==> config.mk <==
export PLATFORM = sky130hd
export DESIGN_NAME = pc_next_jump
export DESIGN_NICKNAME = d
export VERILOG_FILES = /design/src/rtl/mips_pc_pkg.sv /design/src/rtl/pc_target_mux.sv /design/src/rtl/pc_next_jump.sv
export SDC_FILE = /design/constraint.sdc
export NUM_CORES = 1
export LEC_CHECK = 0
export CORE_AREA = 5 5 110 163
export CTS_CLUSTER_DIAMETER = 150
export DETAILED_ROUTE_END_ITERATION = 6
export DIE_AREA = 0 0 115 168
export HOLD_SLACK_MARGIN = 0.15
export PLACE_DENSITY = 0.87
export SETUP_SLACK_MARGIN = 0.4
export SYNTH_ARGS = -nofsm -noshare
export SYNTH_HDL_FRONTEND = slang
export SYNTH_HIERARCHICAL = 1
export SYNTH_SLANG_ARGS = --single-unit
==> constraint.sdc <==
create_clock -name clk -period 4 [get_ports clk]
set_clock_uncertainty 0.15 [all_clocks]
set_input_delay 1.2 -clock clk [delete_from_list [all_inputs] [get_ports clk]]
set_output_delay 1.2 -clock clk [all_outputs]
set_load 0.02 [all_outputs]
==> src/rtl/mips_pc_pkg.sv <==
// Shared types and constants for the program-counter block.
//   pc_state_t  : RUN / FAULT control states
//   redir_src_t : which source won the next-PC select (debug visibility)
//   PC_STEP     : sequential fetch increment
//   ALIGN_MASK  : low address bits that must be zero on a word target
package mips_pc_pkg;

  typedef enum logic {
    RUN   = 1'b0,
    FAULT = 1'b1
  } pc_state_t;

  typedef enum logic [1:0] {
    SRC_SEQ = 2'd0,
    SRC_BR  = 2'd1,
    SRC_J   = 2'd2,
    SRC_JR  = 2'd3
  } redir_src_t;

  localparam logic [31:0] PC_STEP    = 32'd4;
  localparam logic [1:0]  ALIGN_MASK = 2'b11;

endpackage

==> src/rtl/pc_target_mux.sv <==
// Next-PC candidate select, purely combinational.
// Priority: jr > jump > branch > sequential.
// Ports:
//   pc_plus4      in  : pc + 4, base for jump region and branch offset
//   jump_en       in  : j/jal taken
//   jump_target   in  : 28-bit shifted jump field
//   branch_en     in  : conditional branch taken
//   branch_offset in  : sign-extended, pre-shifted branch offset
//   jr_en         in  : jr/jalr taken
//   jr_addr       in  : register-sourced target
//   candidate     out : selected next-PC value (not yet alignment checked)
//   src           out : which source produced candidate
module pc_target_mux
  import mips_pc_pkg::*;
#(
  parameter int PC_WIDTH = 32
) (
  input  logic [PC_WIDTH-1:0] pc_plus4,
  input  logic                jump_en,
  input  logic [27:0]         jump_target,
  input  logic                branch_en,
  input  logic [PC_WIDTH-1:0] branch_offset,
  input  logic                jr_en,
  input  logic [PC_WIDTH-1:0] jr_addr,
  output logic [PC_WIDTH-1:0] candidate,
  output redir_src_t          src
);

  logic [PC_WIDTH-1:0] jump_full;
  logic [PC_WIDTH-1:0] branch_full;

  // Jump stays inside the 256 MB region of the delay-slot address.
  assign jump_full   = {pc_plus4[PC_WIDTH-1:28], jump_target};
  // Carry out is dropped on purpose: branch wrap-around is legal.
  assign branch_full = pc_plus4 + branch_offset;

  always_comb begin
    candidate = pc_plus4;
    src       = SRC_SEQ;
    if (jr_en) begin
      candidate = jr_addr;
      src       = SRC_JR;
    end else if (jump_en) begin
      candidate = jump_full;
      src       = SRC_J;
    end else if (branch_en) begin
      candidate = branch_full;
      src       = SRC_BR;
    end
  end

endmodule

==> src/rtl/pc_next_jump.sv <==
// Program counter register with next-PC arbitration, alignment fault
// handling and a saturating taken-redirect counter.
//
//   state | meaning
//   ------+-----------------------------------------------------------
//   RUN   | normal fetch; PC advances unless stalled
//   FAULT | misaligned redirect seen; PC frozen until fault_clr
//
// Ports:
//   clk, rst_n    in  : clock (rising edge), async active-low reset
//   stall         in  : hold PC, drop redirect requests this cycle
//   jump_en/jump_target, branch_en/branch_offset, jr_en/jr_addr
//                 in  : redirect requests and their targets
//   fault_clr     in  : pulse to leave FAULT
//   pc            out : current PC
//   pc_plus4      out : pc + 4
//   link_addr     out : return address for jal/jalr
//   fault         out : high while in FAULT
//   fault_addr    out : last misaligned target
//   redirect_cnt  out : saturating count of committed redirects
module pc_next_jump
  import mips_pc_pkg::*;
#(
  parameter int                  PC_WIDTH  = 32,
  parameter logic [PC_WIDTH-1:0] RESET_PC  = '0,
  parameter int                  CNT_WIDTH = 16
) (
  input  logic                 clk,
  input  logic                 rst_n,
  input  logic                 stall,
  input  logic                 jump_en,
  input  logic [27:0]          jump_target,
  input  logic                 branch_en,
  input  logic [PC_WIDTH-1:0]  branch_offset,
  input  logic                 jr_en,
  input  logic [PC_WIDTH-1:0]  jr_addr,
  input  logic                 fault_clr,
  output logic [PC_WIDTH-1:0]  pc,
  output logic [PC_WIDTH-1:0]  pc_plus4,
  output logic [PC_WIDTH-1:0]  link_addr,
  output logic                 fault,
  output logic [PC_WIDTH-1:0]  fault_addr,
  output logic [CNT_WIDTH-1:0] redirect_cnt
);

  pc_state_t           state, state_nxt;
  logic [PC_WIDTH-1:0] pc_nxt;
  logic [PC_WIDTH-1:0] fault_addr_nxt;
  logic [PC_WIDTH-1:0] candidate;
  redir_src_t          src;
  logic                cnt_inc;
  logic                misaligned;

  assign pc_plus4  = pc + PC_WIDTH'(PC_STEP);
  assign link_addr = pc_plus4;
  assign fault     = (state == FAULT);

  pc_target_mux #(
    .PC_WIDTH (PC_WIDTH)
  ) u_mux (
    .pc_plus4      (pc_plus4),
    .jump_en       (jump_en),
    .jump_target   (jump_target),
    .branch_en     (branch_en),
    .branch_offset (branch_offset),
    .jr_en         (jr_en),
    .jr_addr       (jr_addr),
    .candidate     (candidate),
    .src           (src)
  );

  // Only the winning candidate is checked; losers are simply dropped.
  assign misaligned = (candidate[1:0] & ALIGN_MASK) != 2'b00;

  always_comb begin
    state_nxt      = state;
    pc_nxt         = pc;
    fault_addr_nxt = fault_addr;
    cnt_inc        = 1'b0;
    case (state)
      RUN: begin
        if (!stall) begin
          if (misaligned) begin
            state_nxt      = FAULT;
            fault_addr_nxt = candidate;
          end else begin
            pc_nxt  = candidate;
            cnt_inc = (src != SRC_SEQ);
          end
        end
      end
      FAULT: begin
        if (fault_clr) begin
          state_nxt = RUN;
        end
      end
      default: state_nxt = RUN;
    endcase
  end

  always_ff @(posedge clk or negedge rst_n) begin
    if (!rst_n) begin
      state        <= RUN;
      pc           <= RESET_PC;
      fault_addr   <= '0;
      redirect_cnt <= '0;
    end else begin
      state      <= state_nxt;
      pc         <= pc_nxt;
      fault_addr <= fault_addr_nxt;
      if (cnt_inc && (redirect_cnt != {CNT_WIDTH{1'b1}})) begin
        redirect_cnt <= redirect_cnt + CNT_WIDTH'(1);
      end
    end
  end

endmodule

==> results of run 1 <==
## power groups by stage
stage	clock network [mW]	registers (mW)	logic (mW)
final	0.882	1.43	5.79
after global routing	0.929	1.47	6.05
after detailed placement	0	1.44	4.48
after global placement	0	1.42	4.41
after floorplan	0	1.75	2.24
after CTS	0.890	1.42	4.93
## tightest hold or removal path: cells and delay by family, from the launching register on
family / cells / cell delay, ns
flip-flops: 1 / 0.34
AND/OR/NAND/NOR: 2 / 0.10
## area by class of cell
cell class	instances	share of cell area
clock buffer	12	0.0204
sequential	81	0.169
antenna	5	0.00103
tap	206	0.0213
inverter	10	0.00341
clock inverter	4	0.00641
multi-input combinational	603	0.457
timing repair buffer	428	0.321
## timing repair
action                     in CTS  in global routing
gates resized for setup       210                214
setup buffers                  45                 40
pin swaps                      84                105
setup endpoints to repair     120                107
## synthesized netlist by cell type (8+ instances only)
library cell,number
a21o_1,13
a21oi_1,47
and3_1,13
buf_4,34
clkbuf_1,24
dfrtp_1,81
ha_1,33
inv_1,10
mux2_2,43
mux2i_1,14
nand2_1,127
nand3_1,20
nand4_1,21
nor2_1,37
nor3_1,15
nor4_1,8
o21ai_0,37
o21ai_1,11
xnor2_1,41
xor2_1,23
## worst max path at each step
stage	startpoint	endpoint	slack (ns)
floorplan	branch_offset[0]	redirect_cnt[12]	0.06
global placement	branch_offset[0]	redirect_cnt[12]	-0.60
detailed placement	branch_offset[0]	redirect_cnt[10]	-0.64
CTS	branch_offset[0]	pc[30]	0.08
global route	pc[11]	fault_addr[27]	-0.1
finish	pc[11]	fault_addr[27]	0.05
## per-layer routing
layer | vias up | routed length, um | share of wire
met2 | 469 | 15000 | 0.49
met4 | 0 | 2250 | 0.074
met1 | 3824 | 10700 | 0.35
met5 | - | 0 | 0
li1 | 3449 | - | -
met3 | 150 | 2480 | 0.081
## per-stage QoR
| stage | setup WS (ns) | setup TNS [ns] | hold slack [ns] | cell area (um2) |
|---|---|---|---|---|
| floorplan | 0.0646 | 0 | 0.428 | 6950 |
| global placement | -0.598 | -18.12 | 0.309 | 9980 |
| detailed placement | -0.641 | -19.96 | 0.315 | 9980 |
| CTS | 0.0806 | 0 | 0.329 | 11100 |
| global route | -0.0973 | -0.999 | 0.363 | 12100 |
| finish | 0.0471 | 0 | 0.322 | 12100 |
## state kept, by name, indices dropped and copies added (netlist names)
name          cells
redirect_cnt     16
fault_addr       32
pc               32
fault             1
## kinds of logic after synthesis
family          count (synthesis)  share of synthesized area
mux                            57                     0.0952
xor+xnor                       64                     0.0855
compound gates                171                      0.172
buf+inv                        78                     0.0664
flops                          81                      0.309
fa+ha+maj                      34                     0.0660
simple gates                  277                      0.206
==> impl_metrics.env, run 1 <==
export IMPL_track_usage=0.270
export IMPL_postSynthAreaPerCell_um2=8.60
export IMPL_clk_latency_ns=0.33
export IMPL_routed_wirelength_mm=30.5
export IMPL_drtIter0Drc=710
export IMPL_layout_min_cycle_time_ns=3.95
export IMPL_clock_sinks=81
export IMPL_num_rows=57
export IMPL_antenna_left=0
export IMPL_portBuffers=243
export IMPL_rr_endpoint="fault_addr[27]"
export IMPL_fin_cells=1349
export IMPL_ys_warn_count=6
export IMPL_synth_top_area_frac=0.309
export IMPL_initial_core_util=0.403
export IMPL_synth_seq_cells=81
export IMPL_power_mw=8.10
export IMPL_ctsLongestPathBuffers=2
export IMPL_p_seq_frac=0.177
export IMPL_cp_num_buf_inv=1
export IMPL_syn_area_um2=6560
export IMPL_seq_area_um2=2050
export IMPL_p_int_mw=4.54
export IMPL_start_kind="flop"
export IMPL_setup_viol_count_final=0
export IMPL_fp_dieH_um=168
export IMPL_cts_hold_fix_buffers=0
export IMPL_drv_cap=0
export IMPL_p_sw_mw=3.56
export IMPL_antenna_found_initial=5
export IMPL_area_growth_pct=84.7
export IMPL_core_area_um2=16300
export IMPL_use_met1=0.310
export IMPL_use_met2=0.460
export IMPL_final_common_cell="clkdlybuf4s50_1"
export IMPL_die_area_um2=19300
export IMPL_r2r_cells=16
export IMPL_routedWlPerCell_um=22.6
export IMPL_layout_common_cells="clkdlybuf4s50_1 (175), buf_4 (163), nand2_1 (116)"
export IMPL_nets=1266
export IMPL_synth_edff_count=0
export IMPL_reg2reg_slack_ns=0.05
export IMPL_hold_class="flop to flop"
export IMPL_hold_path_startpoint="fault_addr[0]"
export IMPL_first_pass_iters=7
export IMPL_synthCells=762
export IMPL_cp_max_fo=4
export IMPL_crit_chain="nand4_1, nor3_4, nand4_1, xnor2_2, ha_4, a21oi_2, o211a_1, o21ai_2, o31ai_4, o21bai_2, buf_4, nand3_2, a21oi_2, xor2_1, o221a_1, mux2_4"
export IMPL_max_vdd_ir_drop_v=0.000535
export IMPL_critPathKind="flop to flop"
export IMPL_p_comb_frac=0.714
export IMPL_vias_per_cell=5.85
export IMPL_ios=244
export IMPL_cts_tree="yes"
export IMPL_grt_pass1_vias=7555
export IMPL_worst_pin_slew_ns=1.46
export IMPL_drc=0
export IMPL_cts_buffers=9
export IMPL_r2r_start="pc[11]"
export IMPL_crit_path_max_incr_delay_ns=0.37
export IMPL_final_util=0.745
export IMPL_gr_total_overflow=0
export IMPL_path_clk_slew_ns=0.06
export IMPL_critPathSlowestCell="dfrtp_2"
export IMPL_cts_max_level=3
export IMPL_yosys_top_cells_area="dfrtp_1 (31%), mux2_2 (7.4%), nand2_1 (7.3%)"
export IMPL_async_flop_share=1.00
export IMPL_dp_cells=1243
export IMPL_critPathTopFamily="compound AO/OA/AOI/OAI gates"
export IMPL_holdPathStages=2
export IMPL_n_fill_cell=1008
export IMPL_grt_busiest_layer="met2"
export IMPL_multi_input_area_um2=5540
export IMPL_cp_arrival_ns=4.02
export IMPL_powerDensity_nw_per_um2=669
export IMPL_status="finished, final reports clean"
export IMPL_period_share=0.988
export IMPL_report_final_slew_viol_count=0
export IMPL_drive_gt1_frac=0.418
export IMPL_grt_pass1_wl_mm=41.0
export IMPL_min_to="fault_addr[0]"
export IMPL_p_clk_frac=0.109
export IMPL_gp_congestion=0.952
export IMPL_synth_distinct_cells=64
export IMPL_cp_end_kind="flop"
export IMPL_dp_hpwl_mm=20.0
export IMPL_grt_max_degree=82
export IMPL_finalHoldViolations=0
export IMPL_fmax_mhz=253
export IMPL_p_leak_nw=5.43
export IMPL_via_count=7892
export IMPL_yosysTopAreaCell="dfrtp_1"
export IMPL_relSlewSlack=0.0208
export IMPL_die_w_um=115
export IMPL_root_buffer="clkbuf_16"
export IMPL_cp_required_ns=4.06
export IMPL_sw_frac_of_total=0.439
export IMPL_crit_cells=16
export IMPL_yosysSeqAreaShare=0.309
export IMPL_synthFlopType="dfrtp_1"
export IMPL_grt_util_met3=0.0539
export IMPL_synth_nets=895
export IMPL_rsz0062_at_grt="yes"
No activity file was read; power rests on OpenSTA's default activity.
==> run 2: changes to the inputs <==
CORE_AREA = 2 2 107 160   (was 5 5 110 163)
DIE_AREA = 0 0 109 162   (was 0 0 115 168)
==> run 2 against run 1 <==
  * The run now ends with setup timing left
  * Global-route usage is 3.3 points higher
  * Setup slack worse by 0.063 ns
  * Count of clock-buffer cells in the layout is 2 lower
  * Critical path depth is 1 higher
  * Maximum frequency is 1.6% lower
  * Non-clock buffer count is 1 lower
  * Die area is 8.6% lower
  * Core utilization is 0.76 points lower
  * Total power is 1.6% lower
  * First-iteration DRC count is 13% lower
  * Largest cell class unchanged
  * Highest routed layer unchanged
==> impl_metrics.env, run 2 (same netlist as run 1, synthesis figures left out) <==
export IMPL_drc=0
export IMPL_relSlewSlack=0.263
export IMPL_fp_dieH_um=162
export IMPL_gp_congestion=0.978
export IMPL_cp_max_fo=4
export IMPL_clk_latency_ns=0.33
export IMPL_first_pass_iters=5
export IMPL_die_w_um=109
export IMPL_r2r_start="pc[5]"
export IMPL_path_clk_slew_ns=0.07
export IMPL_ios=244
export IMPL_drive_gt1_frac=0.407
export IMPL_die_area_um2=17700
export IMPL_period_share=1.00
export IMPL_cts_hold_fix_buffers=0
export IMPL_timing_hold_ws_ns=0.328
export IMPL_final_common_cell="clkdlybuf4s50_1"
export IMPL_drv_cap=0
export IMPL_nets=1265
export IMPL_max_vdd_ir_drop_v=0.000457
export IMPL_setup_viol_count_final=1
export IMPL_layout_common_cells="clkdlybuf4s50_1 (175), buf_4 (167), nand2_1 (119)"
export IMPL_grt_pass1_wl_mm=41.6
export IMPL_ctsLongestPathBuffers=2
export IMPL_cts_buffers=9
export IMPL_rr_endpoint="fault_addr[30]"
export IMPL_top_regs="fault_addr x32, pc x32, redirect_cnt x16"
export IMPL_fmax_mhz=249
export IMPL_crit_end="fault_addr[30]"
export IMPL_n_fill_cell=1017
export IMPL_postLayoutSetupSlackWorst_ns=-0.0155
export IMPL_grt_max_degree=82
export IMPL_rsz0062_at_grt="yes"
export IMPL_track_usage=0.303
export IMPL_status="complete, but fails checks"
export IMPL_cp_arrival_ns=4.08
export IMPL_reg2reg_slack_ns=-0.02
export IMPL_cp_required_ns=4.07
export IMPL_cts_tree="yes"
export IMPL_initial_core_util=0.405
export IMPL_clock_sinks=81
export IMPL_cts_max_level=3
export IMPL_antenna_found_initial=2
export IMPL_p_leak_nw=5.39
export IMPL_powerDensity_nw_per_um2=668
export IMPL_report_final_slew_viol_count=0
export IMPL_violations="setup timing"
export IMPL_layout_min_cycle_time_ns=4.02
export IMPL_critPathKind="flop to flop"
export IMPL_routedWlPerCell_um=21.9
export IMPL_startpoint="pc[5]"
export IMPL_num_rows=57
export IMPL_hold_class="flop to flop"
export IMPL_fin_tns_setup_ns=-0.0155
export IMPL_area_growth_pct=82.0
export IMPL_seq_area_um2=2050
export IMPL_multi_input_area_um2=5460
export IMPL_dp_hpwl_mm=19.7
export IMPL_root_buffer="clkbuf_16"
export IMPL_vias_per_cell=5.80
export IMPL_drtIter0Drc=617
export IMPL_cp_end_kind="flop"
export IMPL_antenna_left=0
export IMPL_portBuffers=243
export IMPL_start_kind="flop"
export IMPL_r2r_cells=17
export IMPL_via_count=7801
export IMPL_core_area_um2=16200
export IMPL_gr_total_overflow=0
export IMPL_routed_wirelength_mm=29.4
export IMPL_grt_pass1_vias=7621
export IMPL_worst_pin_slew_ns=1.10
export IMPL_finalHoldViolations=0
==> run 2: worst min-delay path by stage <==
stage                         start               to  depth (start not counted)
floorplan             fault_addr[0]    fault_addr[0]                          2
global placement      fault_addr[1]    fault_addr[1]                          2
detailed placement    fault_addr[1]    fault_addr[1]                          2
CTS                   fault_addr[1]    fault_addr[1]                          2
global route        redirect_cnt[7]  redirect_cnt[7]                          1
finish                fault_addr[1]    fault_addr[1]                          2
==> run 2: timing repair <==
item,in CTS,in global routing
gates resized for setup,210,181
pin swaps,94,85
endpoints found under the setup margin,124,114
buffers inserted,47,31
==> run 2: power by group <==
group	switching [mW]	internal [mW]
logic	2.89	2.83
clock network	0.333	0.501
registers	0.312	1.11
==> run 2: metal layers <==
metal  wire length (um)  GRT usage
met5                  0          0
met4               1640      0.158
met3               2420     0.0638
met2              14800      0.506
met1              10500      0.363
==> run 2: cell type report <==
cell class / count / area share
inverters: 10 / 0.00315
clock inverters: 6 / 0.00556
repair buffers: 427 / 0.320
flip-flops and latches: 81 / 0.171
multi-input cells: 603 / 0.458
well taps: 206 / 0.0216
clock buffers: 10 / 0.0200
diodes: 2 / 0.000419
==> run 2: worst max-delay path, cell delays in order, from the launching register on <==
cell,delay (ns)
dfrtp_2,0.40
nand4_1,0.20
nor3_4,0.26
buf_12,0.15
buf_6,0.09
and3_4,0.20
xor2_4,0.21
ha_4,0.25
a21oi_2,0.12
o21ai_1,0.09
a21oi_1,0.19
o21ai_2,0.10
a221oi_4,0.38
o21ai_2,0.13
o31a_1,0.32
xnor2_2,0.17
o221ai_2,0.17
mux2_4,0.29
==> run 2: stage by stage <==
step / setup slack, ns / instance area [um2] / power (mW) / utilization / std cells
global placement: -0.585 / 10000 / 5.87 / 0.619 / 1249
detailed placement: -0.627 / 10000 / 5.94 / 0.619 / 1249
global route: -0.128 / 11900 / 8.31 / 0.737 / 1345
floorplan: 0.0646 / 6950 / 3.99 / - / 762
finish: -0.0155 / 11900 / 7.97 / 0.737 / 1345
CTS: 0.0852 / 11300 / 7.30 / 0.697 / 1312
==> RTL edit, RTL diff (settings of run 2) <==
Reset style: synchronous (`rst_n`), changed in one clocked block. Comments in the files are not updated.
--- a/src/rtl/pc_next_jump.sv
+++ b/src/rtl/pc_next_jump.sv
@@ -98,7 +98,7 @@
     endcase
   end
 
-  always_ff @(posedge clk or negedge rst_n) begin
+  always_ff @(posedge clk) begin
     if (!rst_n) begin
       state        <= RUN;
       pc           <= RESET_PC;
Check against the original RTL: differs if rst_n is asserted again (counterexample within 4 cycles, from zero or initial values and one cycle with rst_n low); with rst_n held inactive, the same outputs for 4 cycles.
==> RTL edit against run 2 <==
  * Non-clock buffer count decreased by 3
  * Worst setup slack improved by 120 ps
  * First-iteration DRC count increased by 2.9%
  * Routed wire length increased by 1.4%
  * Highest routed layer unchanged
  * Design area decreased by 1.1%
  * Sequential cell count unchanged
  * Critical endpoint is now redirect_cnt[13]
  * Critical path type is now primary input to flip-flop
  * Fmax increased by 3.0%
  * Register-to-register slack improved by 270 ps
  * Via count increased by 8.8%
  * Synthesized area decreased by 1.5%
Power is not compared: it rests on default switching activity, and its combinational part moved more than twofold at a synthesized area within 25%.
==> RTL edit: results (changes against run 2) <==
INFO  metric synth_async_sr_flop_share = 0 (-1.00)
INFO  metric regToRegStartpoint = pc[3]
INFO  metric finalNonFillerCells = 1,452 (+8.0%)
INFO  metric critical-path-max-stage-delay = 530 ps (+130 ps)
INFO  metric post_cts.resized_instances = 166 (-21%)
INFO  metric ff2ff_setup_slack = 250 ps (+270 ps)
INFO  metric worst_ep_arrival_time = 4010 ps (-70 ps)
INFO  metric grt_start_max_net_pins = 44 (-46%)
INFO  metric layout-drive-gt1-share = 0.334 (-0.0736)
INFO  metric crit_start = branch_offset[0]
INFO  metric clk_pin_slew_worst_paths = approximately 60 ps
INFO  metric n_fill_cell = 1,099 (+8.1%)
INFO  metric grt_pass1_vias = 7,719 (+1.3%)
INFO  metric syn-mean-instance-area = 7.25 µm² (-16%)
INFO  metric worst_r2r_path_depth = 18 (+1)
INFO  metric ys_seq_area_frac = 0.251 (-0.0579)
INFO  metric met1_length = 10.6 mm (+0.62%)
INFO  metric worst_hold_path_endpoint = fault_addr[11]
INFO  metric first_pass_grt_wire_length = 41.4 mm (-0.42%)
INFO  metric worst_pin_slew = 791 ps (-305 ps)
INFO  metric run_status = completed
INFO  metric globalRouteMet3Util = 0.0401 (-0.0237)
INFO  metric max_freq = 257 MHz (+3.0%)
INFO  metric netlist_top_cells_area = dfxtp_1 (25%), nand2_1 (11%), a21oi_1 (9.4%)
INFO  metric ys_types = 65 (+1.6%)
INFO  metric grt.total_usage = 0.300 (-0.00386)
INFO  metric groute.layer.met1.usage = 0.362 (about the same)
INFO  metric placed_area = 0.00993 mm² (-0.99%)
INFO  metric globalplace.congestion = 0.949 (-3.0%)
INFO  metric crit_slowest_cell = or4_4
INFO  metric wl_met2 = 15.0 mm (+0.90%)
INFO  metric worstPathMaxFanout = 6 (+2)
INFO  metric synthFlopType = dfxtp_1
INFO  metric globalRouteMet2Util = 0.522 (+0.0164)
INFO  metric cpLargestDelayFamily = simple AND/OR/NAND/NOR gates
INFO  metric preCtsSetupSlack = -775 ps (-148 ps)
INFO  metric total_nets_final = 1,372 (+8.5%)
INFO  metric fin_hold_ws = 306 ps (-22.2 ps)
INFO  metric detail_route.vias_per_cell = 5.84 (+0.75%)
INFO  metric r2r_end = pc[29]
INFO  metric area.sequential = 0.00167 mm² (-18%)
INFO  metric first_iter_violations = 635 (+2.9%)
INFO  metric detail_route.wl_per_cell = 20.5 µm (-6.1%)
INFO  metric cts.repair_timing.setup_buffer_count = 34 (-28%)
INFO  metric routed-wl-met3 = 2.54 mm (+5.1%)
INFO  metric endpoint = redirect_cnt[13]
INFO  metric hold_path_startpoint = fault_addr[11]
[RTL edit: cell count changes after synthesis, sizes merged, moves of 18 or more]
cell,run 2,this run
dfxtp,0,81
clkbuf,24,42
nand2,127,187
mux2,43,5
a21oi,50,124
dfrtp,81,0
[RTL edit: final cells by class]
cell class,count,share of cell area
diodes,2,0.000424
multi-input cells,710,0.475
clock inverters,4,0.00625
inverters,13,0.00413
flip-flops and latches,81,0.142
repair buffers,424,0.328
clock buffers,12,0.0226
well taps,206,0.0218
[RTL edit: logic make-up (layout without fill, tap and decap cells)]
family                   Yosys count  in the layout  share of synthesized area
other                              0              2                          0
flip-flops                        81             81                      0.251
XOR/XNOR                          49             49                     0.0665
multiplexers                      22             22                     0.0351
AO/OA/AOI/OAI                    259            259                      0.248
buffers and inverters             99            453                     0.0806
adder cells (fa/ha/maj)           34             34                     0.0671
AND/OR/NAND/NOR                  346            346                      0.252
